[config.mk]
export PLATFORM = sky130hd
export DESIGN_NAME = neg_serial_arbiter
export DESIGN_NICKNAME = d
export VERILOG_FILES = /design/src/rtl/neg_serial_arbiter.sv
export SDC_FILE = /design/constraint.sdc
export NUM_CORES = 1
export LEC_CHECK = 0
export CELL_PAD_IN_SITES_DETAIL_PLACEMENT = 1
export CELL_PAD_IN_SITES_GLOBAL_PLACEMENT = 2
export CORE_MARGIN = 2
export CORE_UTILIZATION = 30
export DETAILED_ROUTE_END_ITERATION = 7
export GPL_TIMING_DRIVEN = 0
export PLACE_DENSITY = 0.9
export SKIP_CTS_REPAIR_TIMING = 1
export SLEW_MARGIN = 30
export SYNTH_ARGS = -nofsm -noshare
export SYNTH_HDL_FRONTEND = slang
export SYNTH_SLANG_ARGS = --single-unit
[constraint.sdc]
create_clock -name clk -period 2.3 [get_ports clk]
set_input_delay 0.69 -clock clk [delete_from_list [all_inputs] [get_ports clk]]
set_output_delay 0.69 -clock clk [all_outputs]
set_load 0.02 [all_outputs]
[src/rtl/neg_serial_arbiter.sv]
// rtl/neg_serial_arbiter.sv - round-robin arbiter feeding a single bit-serial two's-complement negation slice
module neg_serial_arbiter #(
  parameter int N_REQ = 4,
  parameter int WIDTH = 8,
  parameter int IDW   = 2
) (
  input  logic                   clk,
  input  logic                   rst_n,
  input  logic [N_REQ-1:0]       req_valid,
  input  logic [N_REQ*WIDTH-1:0] req_data,
  output logic [N_REQ-1:0]       req_ready,
  output logic                   rsp_valid,
  input  logic                   rsp_ready,
  output logic [WIDTH-1:0]       rsp_data,
  output logic [IDW-1:0]         rsp_id,
  output logic                   rsp_ovf,
  output logic                   busy
);

  localparam int CW = (WIDTH > 1) ? $clog2(WIDTH) : 1;
  localparam logic [WIDTH-1:0] MOST_NEG = {1'b1, {(WIDTH-1){1'b0}}};

  typedef enum logic [1:0] {IDLE, SHIFT, DONE} state_t;

  state_t           state, state_nx;
  logic [IDW-1:0]   ptr, id_q, gnt_idx;
  logic [N_REQ-1:0] gnt_oh;
  logic             gnt_found;
  logic [WIDTH-1:0] gnt_data;
  logic [WIDTH-1:0] op, result, result_nx;
  logic [CW-1:0]    count;
  logic             carry, ovf, last_bit, b;
  logic [WIDTH-1:0] rsp_data_q;
  logic [IDW-1:0]   rsp_id_q;
  logic             rsp_ovf_q;

  // Two passes give the wrap-around search: first above ptr, then from 0 up to ptr.
  always_comb begin
    gnt_found = 1'b0;
    gnt_idx   = '0;
    gnt_oh    = '0;
    gnt_data  = '0;
    for (int i = 0; i < N_REQ; i++) begin
      if (!gnt_found && req_valid[i] && (IDW'(i) > ptr)) begin
        gnt_found = 1'b1;
        gnt_idx   = IDW'(i);
        gnt_oh[i] = 1'b1;
        gnt_data  = req_data[i*WIDTH +: WIDTH];
      end
    end
    for (int i = 0; i < N_REQ; i++) begin
      if (!gnt_found && req_valid[i] && (IDW'(i) <= ptr)) begin
        gnt_found = 1'b1;
        gnt_idx   = IDW'(i);
        gnt_oh[i] = 1'b1;
        gnt_data  = req_data[i*WIDTH +: WIDTH];
      end
    end
  end

  assign last_bit = (count == CW'(WIDTH-1));
  assign b        = ~op[count];

  always_comb begin
    result_nx        = result;
    result_nx[count] = b ^ carry;
  end

  always_comb begin
    state_nx = state;
    case (state)
      IDLE:    if (gnt_found) state_nx = SHIFT;
      SHIFT:   if (last_bit)  state_nx = DONE;
      DONE:    if (rsp_ready) state_nx = IDLE;
      default: state_nx = IDLE;
    endcase
  end

  always_ff @(posedge clk or negedge rst_n) begin
    if (!rst_n) begin
      state      <= IDLE;
      ptr        <= IDW'(N_REQ-1);
      id_q       <= '0;
      op         <= '0;
      result     <= '0;
      carry      <= 1'b0;
      count      <= '0;
      ovf        <= 1'b0;
      rsp_data_q <= '0;
      rsp_id_q   <= '0;
      rsp_ovf_q  <= 1'b0;
    end else begin
      state <= state_nx;
      case (state)
        IDLE: begin
          if (gnt_found) begin
            op    <= gnt_data;
            ptr   <= gnt_idx;
            id_q  <= gnt_idx;
            carry <= 1'b1;
            count <= '0;
            ovf   <= (gnt_data == MOST_NEG);
          end
        end
        SHIFT: begin
          result <= result_nx;
          carry  <= b & carry;
          count  <= count + 1'b1;
          // Response registers load only here so they stay frozen between operations.
          if (last_bit) begin
            rsp_data_q <= result_nx;
            rsp_id_q   <= id_q;
            rsp_ovf_q  <= ovf;
          end
        end
        default: ;
      endcase
    end
  end

  // Gating with rst_n keeps req_ready low while reset is held.
  assign req_ready = (state == IDLE && rst_n) ? gnt_oh : '0;
  assign rsp_valid = (state == DONE);
  assign rsp_data  = rsp_data_q;
  assign rsp_id    = rsp_id_q;
  assign rsp_ovf   = rsp_ovf_q;
  assign busy      = (state != IDLE);

endmodule

=== Yosys cells after proc, flatten, opt, wreduce, memory -nomap -nowiden ===
Cells that the tools add are included.
W data, S select, Z words.

* Output and inout bits: 17
* Bits in registers: 38

* Bitwise logic cells: 3
* Reduce and logical (&&, ||, !) cells: 31
* Mux-type cells: 44
* Order comparisons: 10
* Eq/ne operators: 7
* Add/subtract/negate cells: 1

{| class="wikitable"
|+ Operators by type and width
! cell !! number
|-
| $mux W8 || 8
|-
| $mux W1 || 19
|-
| $mux W2 || 9
|-
| $logic_and A1 B1 Y1 || 17
|-
| $bwmux W8 || 1
|-
| $eq A8 B8 Y1 const B || 1
|-
| $logic_not A1 Y1 || 7
|-
| $pmux W2 S3 || 1
|-
| $pmux W3 S2 || 1
|-
| $reduce_and A2 Y1 || 3
|-
| $gt A1 B2 Y1 const A || 2
|-
| $gt A2 B2 Y1 const A || 2
|-
| $le A1 B2 Y1 const A || 2
|-
| $le A2 B2 Y1 const A || 2
|-
| $lt A3 B4 Y1 const B || 1
|-
| $mux W4 || 1
|-
| $ne A2 B2 Y1 const B || 2
|-
| $reduce_bool A2 Y1 || 2
|-
| $add A3 B1 Y3 const B || 1
|-
| $bmux W1 S3 || 1
|-
| $demux W1 S3 || 1
|-
| $eq A3 B3 Y1 const B || 1
|-
| $ge A3 B1 Y1 const B || 1
|-
| $mux W3 || 1
|-
| 9 further kinds || 9
|}

=== Logic depth before layout (Yosys ltp) ===
Gate-level depths: netlist of the first run.

* Word-level depth: 33
* Mapped depth: 9
* Mapped depth without buffers: 8

=== Worst setup path after synthesis of the first run ===
No wires, ideal clock.

* Kind: input-to-output
* Start: in req_valid[0]
* End: out req_ready[1]
* Path slack: -0.130 ns
* Data arrival time: 1.740 ns
* Cell stages on the path: 4
* Path buffers: 0
* Cell sequence: nand2b_1 -> or2_2 -> o21ai_1 -> nor2b_1

* Longest elaborated chain between the ends: 23

{| class="wikitable"
|+ RTL lines
! item !! RTL line !! source
|-
| start: declaration || 9 || <nowiki>input logic [N_REQ-1:0] req_valid,</nowiki>
|-
| $logic_and A1 B1 Y1 || 44 || <nowiki>if (!gnt_found && req_valid[i] && (IDW'(i) > ptr)) begin</nowiki>
|-
| $mux W1 || 44 ||
|-
| $logic_not A1 Y1 || 44 ||
|-
| $logic_and A1 B1 Y1 (2 in a row) || 44 ||
|-
| $mux W1 || 44 ||
|-
| $logic_not A1 Y1 || 44 ||
|-
| $logic_and A1 B1 Y1 (2 in a row) || 44 ||
|-
| $mux W1 || 44 ||
|-
| [3 not listed] || - ||
|-
| $mux W1 || 44 ||
|-
| $logic_not A1 Y1 || 52 || <nowiki>if (!gnt_found && req_valid[i] && (IDW'(i) <= ptr)) begin</nowiki>
|-
| $logic_and A1 B1 Y1 (2 in a row) || 52 ||
|-
| $mux W1 || 52 ||
|-
| $logic_not A1 Y1 || 52 ||
|-
| $logic_and A1 B1 Y1 (2 in a row) || 52 ||
|-
| $mux W1 (*) || 52 ||
|-
| $mux W4 (*) || 122 || <nowiki>assign req_ready = (state == IDLE && rst_n) ? gnt_oh : '0;</nowiki>
|-
| end: declaration || 11 || <nowiki>output logic [N_REQ-1:0] req_ready,</nowiki>
|}

Every way passes the cells marked *; elsewhere a longest branch is shown, timed or not.

=== Final worst setup path of the first run ===
* Start: reg ptr[1]
* End: out req_ready[3]

* Longest elaborated chain between the ends: 32

{| class="wikitable"
|+ RTL lines
! item !! RTL line !! source
|-
| start: declaration || 26 || <nowiki>logic [IDW-1:0] ptr, id_q, gnt_idx;</nowiki>
|-
| start signal: assignment || 82 || <nowiki>ptr <= IDW'(N_REQ-1);</nowiki>
|-
| start signal: assignment || 98 || <nowiki>ptr <= gnt_idx;</nowiki>
|-
| $gt A1 B2 Y1 || 44 ||
|-
| $logic_and A1 B1 Y1 || 44 ||
|-
| $mux W1 || 44 ||
|-
| $logic_not A1 Y1 || 44 ||
|-
| $logic_and A1 B1 Y1 (2 in a row) || 44 ||
|-
| $mux W1 || 44 ||
|-
| $logic_not A1 Y1 || 44 ||
|-
| $logic_and A1 B1 Y1 (2 in a row) || 44 ||
|-
| [12 not listed] || - ||
|-
| $mux W1 || 52 ||
|-
| $logic_not A1 Y1 || 52 ||
|-
| $logic_and A1 B1 Y1 (2 in a row) || 52 ||
|-
| $mux W1 || 52 ||
|-
| $logic_not A1 Y1 || 52 ||
|-
| $logic_and A1 B1 Y1 (2 in a row) || 52 ||
|-
| $mux W1 (*) || 52 ||
|-
| $mux W4 (*) || 122 ||
|}

Marked as above.

==> results of run 1 <==
-- cells in the final DEF, fill, tap and decap left out, drive strengths merged, types with 2 or more instances in the layout --
master         count
o21ai             26
nand3             11
mux2              15
clkdlybuf4s50     45
nor3b              2
nor2              23
dfrtp             36
a21o               3
and3b              3
nor3               3
a22oi              6
a221oi             4
a31oi              6
nand2             46
nor2b              8
ha                 3
buf               27
mux2i             10
or2                2
o211ai             2
nand2b             8
dfstp              2
and3               2
a21oi             13
clkbuf            21
inv                5
o22ai              5
a211oi             5
-- worst max-delay path: stages (launching register included) --
cell     delay (ns)
dfstp_2        0.58
nor3b_4        0.28
buf_4          0.18
and3_4         0.17
buf_6          0.10
nor2_2         0.04
nor2_2         0.13
buf_6          0.13
-- per-layer routing --
metal  up-vias  wire (um)
li1       1158          -
met1      1191       3460
met2        96       4180
met3        10        428
met4         0        112
met5         -          0
-- sequential cells by signal (all words and copies together) (netlist names) --
name and count:
count 3, ptr 2, state 2, ovf 1, id_q 2, rsp_id 2, result 8, op 8
carry 1, rsp_ovf 1, rsp_data 8
-- how the worst max path moves through the flow --
| stage | end | cells after the start | slack, ns | from |
|---|---|---|---|---|
| after floorplan | req_ready[1] | 4 | -0.04 | req_valid[0] |
| after global placement | req_ready[2] | 4 | -2.11 | rst_n |
| after detailed placement | req_ready[1] | 7 | -1.47 | req_valid[3] |
| after CTS | req_ready[1] | 7 | -1.48 | req_valid[3] |
| after global routing | req_ready[3] | 7 | -0.35 | ptr[1] |
| final | req_ready[3] | 7 | -0.30 | ptr[1] |
-- power groups by stage --
stage               clock [uW]  combinational, uW  sequential, uW
floorplan                    0               1430            1250
global placement             0               2190            1180
detailed placement           0               2240            1200
CTS                        482               2260            1190
global route               514               2840            1250
finish                     466               2580            1210
-- metrics by stage --
| step | TNS [ns] | total power [uW] | setup slack (ns) |
|---|---|---|---|
| 2_1_floorplan | -0.0435 | 2670 | -0.0435 |
| 3_3_place_gp | -33.78 | 3360 | -2.11 |
| 3_5_place_dp | -16.66 | 3440 | -1.47 |
| 4_1_cts | -11.75 | 3930 | -1.48 |
| 5_1_grt | -1.03 | 4600 | -0.345 |
| 6_report | -0.745 | 4250 | -0.302 |
-- area by class of cell --
type                            instances  share of cell area (%)
Clock buffer                            7                    2.44
Multi-Input combinational cell        220                    43.7
Clock inverter                          1                   0.142
Inverter                                5                   0.531
Timing Repair Buffer                   73                    19.9
Sequential cell                        38                    27.0
Tap cell                              105                    3.72
Buffer                                 14                    2.55
-- cells by family (layout without fill, tap and decap cells) --
logic type	count (synthesis)	in the layout	share of synthesized area [%]
muxes	25	25	10.9
buffers and inverters	20	100	3.55
adders and majority gates	3	3	1.52
AOI/OAI and AO/OA	80	80	23.2
and+or+nand+nor	112	112	22.2
DFF	38	38	38.6
==> impl_metrics.ini, run 1 <==
[setup_path]
r2r_end = ovf
r2r-start = ptr[0]
end_kind = output port
worst-r2r-cell-count = 9
worstPathMaxFanout = 5
arrival_ns = 1.91
start_kind = flop
rrSetupSlack_ns = 0
critical_path_class = flop to output port
required_ns = 1.61

[clock_network]
numCtsBuffers = 5
clock_latency_ns = 0.29
clock-sinks = 38
cts_root_buf = clkbuf_8
cts_tree = built
cts.path.max_buffers = 2
h-tree-depth = 2
clk_pin_slew_ns = 0.07

[finish]
fin_util_pct = 43.7
final_cells = 463
area_growth_pct = 43.2
final_nets = 399
fill_cells = 960
multiInputGateArea_sq_mm = 0.00155
final_cell_area_sq_mm = 0.00354
seq_area_sq_um = 953
drive_gt1_share_pct = 26.8
antennaDiodeCount = 0

[synth]
synthTopCellsByArea = dfrtp_1 36%, nand2_1 7.0%, mux2_2 6.8%, o21ai_0 4.9%, mux2i_1 4.1%
async_reset_ff_share_pct = 100
synth_common_cells = 46 x nand2_1, 36 x dfrtp_1, 24 x o21ai_0, 22 x nor2_1, 15 x mux2_2
ys_types = 54
synth_edf_count = 0
synth.most_common_cell = nand2_1
syn_inst = 278
yosys_register_bits = 38
yosysWarnings = 0
yosysTopAreaCell = dfrtp_1
ys_seq_area_share_pct = 38.6
netlist_area_sq_mm = 0.00247
synth_area_per_cell_sq_um = 8.88
synth_fp_nets = 320
synth_ff_type = dfrtp_1
synth_top_area_share_pct = 36.5

[power_and_ir_drop]
pwr-share-comb_pct = 60.6
peakVddDrop_mv = 0.310
internal_power_uw = 2420
seqPwrFrac_pct = 28.4
p_sw_uw = 1830
clkPwrFrac_pct = 11.0
p_per_area_mw_per_mm2 = 1200
p_leak_uw = 0.00153
p_sw_share_pct = 43.0

[global_routing]
antenna_found_initial = 0
globalRouteMet1Util_pct = 22.5
met2_usage_pct = 31.1
grt.busiest_layer = met2
grt-ovfl-total = 0
grt_pass1_vias = 2610
grt_max_degree = 29
use_met3_pct = 2.87
grt_usage_pct = 17.9
grt_pass1_wl_mm = 12.8

[run_status]
status = finished, violations left
violations = setup timing

[placed_design]
dp_hpwl_mm = 5.85
place_inst = 439
place_area_sq_mm = 0.00317
portBuffers = 55
gp_congestion = 0.869

[floorplanning]
initial_utilization_pct = 30.5
die_x_um = 94.7
die_area_sq_mm = 0.00897
rows = 33
pin_count = 56
placeableCoreArea_sq_mm = 0.00809
die_y_um = 94.7

[timing]
setup_ws_ns = -0.302
tightest_slew_ns = 0.497
finalCriticalPeriod_ns = 2.60
slew_violations = 0
hold_viol_final = 0
rsz0062_at_grt = yes
fin_skew_ns = 0.00517
fin_hold_ws_ns = 0.282
timing.fmax_ghz = 0.384
slew_headroom_pct = 66.9
setup-violations-final = 5
period_share_pct = 113

[hold_path]
hold_path_class = primary input to async pin

[drt]
drt_iter0_markers = 131
drtPass1Iterations = 4
wl_per_cell_um = 17.7
drcViolationCount = 0
postRouteAntennaNets = 0
vias = 2455
via_per_inst = 5.30
wirelength_mm = 8.19

[job]
drv_cap = 0
No activity file was read; power rests on OpenSTA's default activity.
==> run 2, diff against run 1 <==
- CAP_MARGIN: default -> 20
==> results of run 2 <==
No change in the layout: final DEF, timing and power equal those of run 1.
==> run 3, diff against run 2 <==
- CELL_PAD_IN_SITES_DETAIL_PLACEMENT: 1 -> default
- CELL_PAD_IN_SITES_GLOBAL_PLACEMENT: 2 -> default
- CORE_UTILIZATION: 30 -> 51
- GPL_ROUTABILITY_DRIVEN: default -> 0
- PLACE_DENSITY: 0.9 -> 0.91
==> impl_metrics.ini, run 3 (same netlist as run 1, synthesis figures left out) <==
[setup_path]
r2r-start = ptr[1]
start_kind = flop
end_kind = output port
critical_path_class = flop to output port
r2r_end = ovf
worst-r2r-cell-count = 8
rrSetupSlack_ns = -0.11
slowest_delay_ns = 0.61
worstPathMaxFanout = 5
arrival_ns = 1.89
crit_chain = nor3b_4 -> buf_6 -> and3_4 -> buf_6 -> nor2_2 -> nor2_2 -> buf_6
cp_common_cell = buf_6
required_ns = 1.61
critical-path-slowest-cell = dfstp_2

[timing]
timing.fmax_ghz = 0.388
rsz0062_at_grt = yes
slew_violations = 0
slew_headroom_pct = 68.8
fin_skew_ns = 0.00640
period_share_pct = 112
setup-violations-final = 5
finalCriticalPeriod_ns = 2.58
tightest_slew_ns = 0.467
setup_ws_ns = -0.276
hold_viol_final = 0

[floorplanning]
die_y_um = 73.6
placeableCoreArea_sq_mm = 0.00469
rows = 25
die_area_sq_mm = 0.00542
die_x_um = 73.6
pin_count = 56
initial_utilization_pct = 52.6

[clock_network]
clock_latency_ns = 0.29
cts_root_buf = clkbuf_8
cts.path.max_buffers = 2
h-tree-depth = 2
numCtsBuffers = 5
clock-sinks = 38
cts_tree = built
clk_pin_slew_ns = 0.08

[drt]
wl_per_cell_um = 19.1
postRouteAntennaNets = 0
drtPass1Iterations = 7
drt_iter0_markers = 316
wirelength_mm = 7.76
drcViolationCount = 0
via_per_inst = 6.35
vias = 2583

[power_and_ir_drop]
internal_power_uw = 2460
p_sw_uw = 1880
p_sw_share_pct = 43.3
clkPwrFrac_pct = 12.9
p_per_area_mw_per_mm2 = 1270
p_leak_uw = 0.00149
pwr-share-comb_pct = 58.8
peakVddDrop_mv = 0.545
seqPwrFrac_pct = 28.3

[finish]
area_growth_pct = 38.1
final_cell_area_sq_mm = 0.00341
drive_gt1_share_pct = 25.2
antennaDiodeCount = 0
final_nets = 394
final_cell_mix = 46 x nand2_1, 46 x clkdlybuf4s50_1, 35 x dfrtp_1, 20 x o21ai_0, 16 x nor2_1
fill_cells = 336
fin_util_pct = 72.7

[hold_path]
hold_path_class = primary input to async pin

[run_status]
violations = setup timing
status = finished, violations left

[global_routing]
grt_pass1_vias = 2336
grt-ovfl-total = 0
grt_pass1_wl_mm = 10.7
grt_usage_pct = 25.5
antenna_found_initial = 0
grt_max_degree = 24

[placed_design]
portBuffers = 55
place_area_sq_mm = 0.00312
dp_hpwl_mm = 5.05

[job]
drv_cap = 0
==> run 3: cell types whose count changed in the layout (fill, tap and decap cells not counted), sizes merged <==
cell           delta
clkbuf            -4
clkdlybuf4s50     +1
clkinv            -1
dlymetal6s2s      -1
bufinv            +1
buf               -1
==> run 3: layer usage <==
metal  GRT usage (%)  share of wire [%]  vias up
li1                -                  -     1153
met1            33.7                 40     1215
met2            40.6                 49      167
met3            5.49                7.6       48
met4            10.3                3.9        0
met5               0                  0        -
==> run 3: metrics by stage <==
stage          hold WS, ns  setup TNS (ns)  setup WS, ns  total power, uW  std cells
2_1_floorplan        0.394         -0.0435       -0.0435             2670        278
3_3_place_gp         0.461          -26.56         -1.98             3270        387
3_5_place_dp         0.466          -13.97         -1.42             3370        388
4_1_cts              0.333           -9.35         -1.44             3920        396
5_1_grt              0.340           -1.24        -0.326             4580        407
6_report             0.328           -1.11        -0.276             4340        407
==> run 3: layout make-up <==
class | instances | area [sq um] | share of cell area (%)
plain buffers | 14 | 83.8 | 2.46
clock buffers | 7 | 76.3 | 2.24
clock inverters | 1 | 30.0 | 0.880
inverters | 5 | 18.8 | 0.550
multi-input cells | 220 | 1530 | 44.9
flip-flops and latches | 38 | 955 | 28.0
well taps | 54 | 67.6 | 1.98
repair buffers | 68 | 649 | 19.0
==> run 3: worst max-delay path: cells and delay by family (launching register included) <==
kind / cells / cell delay [ns]
and+or+nand+nor: 4 / 0.59
buffers and inverters: 3 / 0.39
DFF: 1 / 0.61
==> run 3: power groups by stage <==
stage / Clock (uW) / Sequential [uW] / Combinational, uW
after floorplan: 0 / 1250 / 1430
after global placement: 0 / 1180 / 2100
after detailed placement: 0 / 1200 / 2170
after CTS: 551 / 1190 / 2180
after global routing: 588 / 1250 / 2740
final: 560 / 1230 / 2550
==> run 3: worst max-delay path by stage <==
stage	slack [ns]	start	depth (start not counted)	end
after floorplan	-0.04	req_valid[0]	4	req_ready[1]
after global placement	-1.98	rst_n	4	req_ready[2]
after CTS	-1.44	req_valid[3]	7	req_ready[1]
after detailed placement	-1.42	req_valid[3]	7	req_ready[1]
after global routing	-0.33	ptr[1]	7	req_ready[3]
final	-0.28	ptr[1]	7	req_ready[3]
